==> src/rtl/mem_arbiter.sv <==
// mem_arbiter: shares the single RAM port among D0, D1, I0, I1 (dcache over icache, round-robin within class).
// Latency: 1 cycle from a request seen in IDLE to RAM being driven; words then stream back-to-back until release.
// Backpressure: the owner's wait drops only on a completed word (ramstate ACCESS); all other waits stay high.
// Ports:
//   CLK, rst                    clock and asynchronous active-high reset
//   iREN, iaddr                 icache read request / word address, per core
//   dREN, dWEN, daddr, dstore   dcache read / write request, address, store data, per core
//   iwait, dwait                per-requester wait, low for the cycle the owner's word completes
//   iload, dload                ramload broadcast to every requester
//   ramREN, ramWEN, ramaddr, ramstore, ramload, ramstate   RAM port
module mem_arbiter #(
  parameter int MAX_HOLD = 4
) (
  input  logic              CLK,
  input  logic              rst,
  input  logic [1:0]        iREN,
  input  logic [1:0][31:0]  iaddr,
  input  logic [1:0]        dREN,
  input  logic [1:0]        dWEN,
  input  logic [1:0][31:0]  daddr,
  input  logic [1:0][31:0]  dstore,
  output logic [1:0]        iwait,
  output logic [1:0]        dwait,
  output logic [1:0][31:0]  iload,
  output logic [1:0][31:0]  dload,
  output logic              ramREN,
  output logic              ramWEN,
  output logic [31:0]       ramaddr,
  output logic [31:0]       ramstore,
  input  logic [31:0]       ramload,
  input  logic [1:0]        ramstate
);

  localparam logic [0:0] IDLE = 1'b0;
  localparam logic [0:0] OWN  = 1'b1;

  localparam logic [1:0] RAM_ACCESS = 2'd2;

  logic [0:0] state;
  logic [1:0] owner;
  logic [3:0] hold_cnt;
  logic       rr_d;
  logic       rr_i;

  // Requester IDs: 0 = D0, 1 = D1, 2 = I0, 3 = I1.
  logic [3:0] pend;
  assign pend = {iREN, dREN | dWEN};

  logic       own_req;
  logic       owning;
  logic       complete;
  logic       others;
  logic [4:0] hold_next;
  logic       limit_hit;
  logic       release_now;

  assign own_req   = pend[owner];
  assign owning    = (state == OWN) && own_req;
  assign complete  = owning && (ramstate == RAM_ACCESS);
  assign others    = |(pend & ~(4'b0001 << owner));
  assign hold_next = {1'b0, hold_cnt} + 5'd1;
  assign limit_hit = hold_next >= 5'(MAX_HOLD);

  // A dropped request releases immediately; otherwise yield only on a completed
  // word that reaches the hold limit while somebody else is waiting.
  assign release_now = (state == OWN) && (!own_req || (complete && limit_hit && others));

  // Winner selection: prefer the core the class pointer names, else its sibling.
  logic       d_sel;
  logic       i_sel;
  logic [1:0] winner;

  assign d_sel  = pend[{1'b0, rr_d}] ? rr_d : ~rr_d;
  assign i_sel  = pend[{1'b1, rr_i}] ? rr_i : ~rr_i;
  assign winner = (|pend[1:0]) ? {1'b0, d_sel} : {1'b1, i_sel};

  always_comb begin
    ramREN   = 1'b0;
    ramWEN   = 1'b0;
    ramaddr  = '0;
    ramstore = '0;
    iwait    = 2'b11;
    dwait    = 2'b11;
    if (owning) begin
      if (!owner[1]) begin
        // Write wins when a dcache raises both strobes.
        ramWEN   = dWEN[owner[0]];
        ramREN   = dREN[owner[0]] & ~dWEN[owner[0]];
        ramaddr  = daddr[owner[0]];
        ramstore = dstore[owner[0]];
      end else begin
        ramREN   = 1'b1;
        ramaddr  = iaddr[owner[0]];
      end
    end
    if (complete) begin
      if (owner[1]) iwait[owner[0]] = 1'b0;
      else          dwait[owner[0]] = 1'b0;
    end
  end

  assign iload = {ramload, ramload};
  assign dload = {ramload, ramload};

  always_ff @(posedge CLK or posedge rst) begin
    if (rst) begin
      state    <= IDLE;
      owner    <= 2'd0;
      hold_cnt <= 4'd0;
      rr_d     <= 1'b0;
      rr_i     <= 1'b0;
    end else if (state == IDLE) begin
      if (|pend) begin
        owner    <= winner;
        hold_cnt <= 4'd0;
        state    <= OWN;
      end
    end else begin
      if (complete && (hold_cnt != 4'hF)) hold_cnt <= hold_cnt + 4'd1;
      if (release_now) begin
        state <= IDLE;
        // Point the class at the sibling of the core that just finished.
        if (owner[1]) rr_i <= ~owner[0];
        else          rr_d <= ~owner[0];
      end
    end
  end

endmodule

==> config.mk <==
export PLATFORM = sky130hd
export DESIGN_NAME = mem_arbiter
export DESIGN_NICKNAME = d
export VERILOG_FILES = /design/src/rtl/mem_arbiter.sv
export SDC_FILE = /design/constraint.sdc
export NUM_CORES = 1
export LEC_CHECK = 0
export ABC_AREA = 1
export CORE_AREA = 2 2 170 172
export DETAILED_ROUTE_END_ITERATION = 10
export DIE_AREA = 0 0 172 174
export GPL_TIMING_DRIVEN = 0
export SKIP_LAST_GASP = 1
export SYNTH_ARGS = -nofsm -noshare
export SYNTH_HDL_FRONTEND = slang
export SYNTH_SLANG_ARGS = --single-unit
==> constraint.sdc <==
create_clock -name CLK -period 1.93 [get_ports CLK]
set_input_delay 0.386 -clock CLK [delete_from_list [all_inputs] [get_ports CLK]]
set_output_delay 0.386 -clock CLK [all_outputs]
set_load 0.02 [all_outputs]
==> results.txt, run 1 <==
WL final: 20,900 um
combinational power share: 0.928
Initial Util: 0.0987
Mapped Area: 2790 um^2
Post-Syn Area per Cell: 6.19 um^2
Min Clock Period, post-route: 2.27 ns
final worst-path cycle share: 1.17
TritonCTS buffer count: 3
Chip Height: 174 um
CTS sink cnt: 9
TritonRoute pass-1 iters: 4
via count: 4,745
setup TNS: -18.20 ns
remaining global-route overflow: 0
layout cells sized above 1: 0.414
failing checks: setup timing
Synth cell types: 24
CTS Buffer Depth: 2
Die W: 172 um
Seq pwr share: 0.035
vias per cell: 3.74
Core Rows: 62
status: finished with violations
Psw: 4.79 mW
hold violation count in the final report: 0
post-synthesis sequential area ratio: 0.0808
clock skew: 0.00298 ns
Max-Cap Viols: 0
unrepaired setup endpoints after global routing: yes
area grow syn2layout: 219%
synthesized flop and latch total: 9
Hold-fix buffers, CTS: 0
CTS tree: yes
Reg2Reg Capture Point: hold_cnt[0]$_DFFE_PP0P_
DP Wirelength: 16,000 um
synthesized instance count: 450
Reg2Reg Setup Slack: 0.24 ns
Crit Path Max Fanout: 5
static leakage: 3.55 nW
Worst setup EP type: output port
slew at the pin closest to its max-slew limit: 0.611 ns
Startpoint Class: flop
total die area: 29,900 um^2
NumNets Final: 1,123
largest net degree at the start of global routing: 11
# diodes: 0
syn_nets: 686
Warnings, synthesis: 0
ANT nets after route: 0
Placer Congestion: 0.781
Layout Utilization: 0.315
Final WS setup: -0.337 ns
P_int: 5.05 mW
CP arrival: 1.88 ns
headroom to the max-slew limit: 0.590
# setup viols final: 70
total core area: 28,200 um^2
Max VDD drop: 575 uV
min-delay worst type: primary input to async pin
Switching Fraction: 0.486
Clk pin slew, worst setup/hold paths: 0.04 ns
DR iter-0 viols: 129
CP Class: flop to output port
Place WS: -1.36 ns
Avg WL per Cell: 16.5 um
vias in the first global route: 4,683
IO Pins: 432
Root Driver: clkbuf_16
GRT Resource Usage Total: 0.121
Peak Freq: 0.441 GHz
Final Max Tran Viols: 0
clock power share: 0.037
H-tree depth: 1
Crit Reg-Reg Startpoint: owner[0]$_DFFE_PP0P_
pwr dens: 1110 nW/um^2
critical path required time: 1.54 ns
Clock Latency Late Sink: 0.23 ns
R2R depth: 11
Filler cells: 2,996
initial antenna violation count: 0
# port buffers: 399
DRC Markers: 0
first-pass GRT wire length: 27,300 um
[cells by family (layout without fill, tap and decap cells)]
family,count (synthesis),in the layout,synth area share
buf+inv,171,607,0.413
simple gates,161,161,0.226
compound gates,106,106,0.268
flops,9,9,0.0808
fa+ha+maj,2,2,0.00898
mux,1,1,0.00359
[metrics by stage]
step,hold WS (ns),std cells,cell area (um^2),power (mW)
after CTS,0.439,1256,8380,8.97
final,0.421,1270,8900,9.84
after floorplan,0.214,450,2850,3.42
after global placement,0.468,1233,7320,6.33
after global routing,0.476,1270,8900,10.4
after detailed placement,0.468,1233,7320,6.35
[state kept, by name, indices dropped and copies added (netlist names)]
register and count:
rr_i 1, hold_cnt 4, owner 2, rr_d 1, state 1
[worst max-delay path, stage by stage (launching register included)]
cell,delay [ns]
dfrtp_2,0.46
inv_4,0.11
nor2_4,0.05
nand2_2,0.05
nand2_2,0.07
nor2_4,0.11
nand2_4,0.08
buf_12,0.15
buf_12,0.13
buf_12,0.14
a31oi_4,0.15
buf_6,0.14
[how the worst max path moves through the flow]
stage | startpoint | endpoint | cells after the start
floorplan | owner[0]$_DFFE_PP0P_ | ramstore[10] | 5
global placement | owner[1]$_DFFE_PP0P_ | ramaddr[5] | 7
detailed placement | owner[1]$_DFFE_PP0P_ | ramaddr[5] | 7
CTS | owner[0]$_DFFE_PP0P_ | ramaddr[19] | 11
global route | owner[0]$_DFFE_PP0P_ | ramaddr[18] | 11
finish | owner[0]$_DFFE_PP0P_ | ramaddr[23] | 11
[synth_stat cells (all sizes together)]
library cell / n / area, um^2
nor3: 1 / 5.00
ha: 2 / 25.0
nand2: 98 / 368
nor2: 49 / 189
clkbuf: 2 / 7.51
o31ai: 1 / 12.5
nand4: 3 / 18.8
o22ai: 1 / 6.26
inv: 15 / 56.3
dfrtp: 9 / 225
o21bai: 1 / 11.3
buf: 154 / 1090
a31oi: 32 / 200
o21ai: 4 / 20.0
mux2i: 1 / 10.0
a21oi: 3 / 15.0
nand3: 10 / 50.1
a22oi: 64 / 480
[power groups by stage]
| stage | logic (mW) | clock network, mW | registers (mW) |
|---|---|---|---|
| 5_1_grt | 9.62 | 0.376 | 0.356 |
| 4_1_cts | 8.26 | 0.367 | 0.344 |
| 2_1_floorplan | 3.11 | 0 | 0.312 |
| 6_report | 9.13 | 0.365 | 0.346 |
| 3_3_place_gp | 5.99 | 0 | 0.331 |
| 3_5_place_dp | 6.01 | 0 | 0.335 |
[repair_timing]
action / in CTS / in global routing
resized for setup: 585 / 84
setup endpoints to repair: 70 / 70
pin swaps: 3 / 9
gates cloned: 4 / 4
buffers inserted: 15 / 13
[metal layers]
layer / track usage / share of wire / vias to the layer above
met1: 0.131 / 0.37 / 2178
li1: - / - / 2286
met5: 0 / 0 / -
met3: 0.0207 / 0.080 / 16
met4: 0.0280 / 0.016 / 0
met2: 0.240 / 0.54 / 265
[cell usage in the layout (no fill, tap or decap), types with 3 or more instances in the layout]
master             n
a31oi_1            4
buf_6             59
nand2_4            3
dfrtp_1            8
a31oi_2            3
clkdlybuf4s50_1  323
dlygate4sd2_1      5
buf_16             3
nor2_1            13
nand2_1           87
clkbuf_16          7
clkbuf_2           3
buf_4            167
nor2_2             4
nand4_1            3
nor2_4            32
inv_1             10
a31oi_4           25
nand3_1            8
a22oi_2           18
a22oi_1           46
nand2_2            8
buf_12            19
[layout make-up]
| type | instances | area [um^2] | share of cell area |
|---|---|---|---|
| well taps | 384 | 480 | 0.0540 |
| flip-flops and latches | 9 | 226 | 0.0254 |
| inverters | 15 | 75.1 | 0.00843 |
| repair buffers | 432 | 4500 | 0.505 |
| clock buffers | 4 | 78.8 | 0.00885 |
| multi-input cells | 270 | 2220 | 0.249 |
| plain buffers | 156 | 1330 | 0.149 |
No activity file was read; power rests on OpenSTA's default activity.
==> run 2: changes to the inputs <==
SLEW_MARGIN = 20   (was not set)
==> results of run 2 <==
Same layout as run 1: the final DEF is identical, and so are final timing and power.
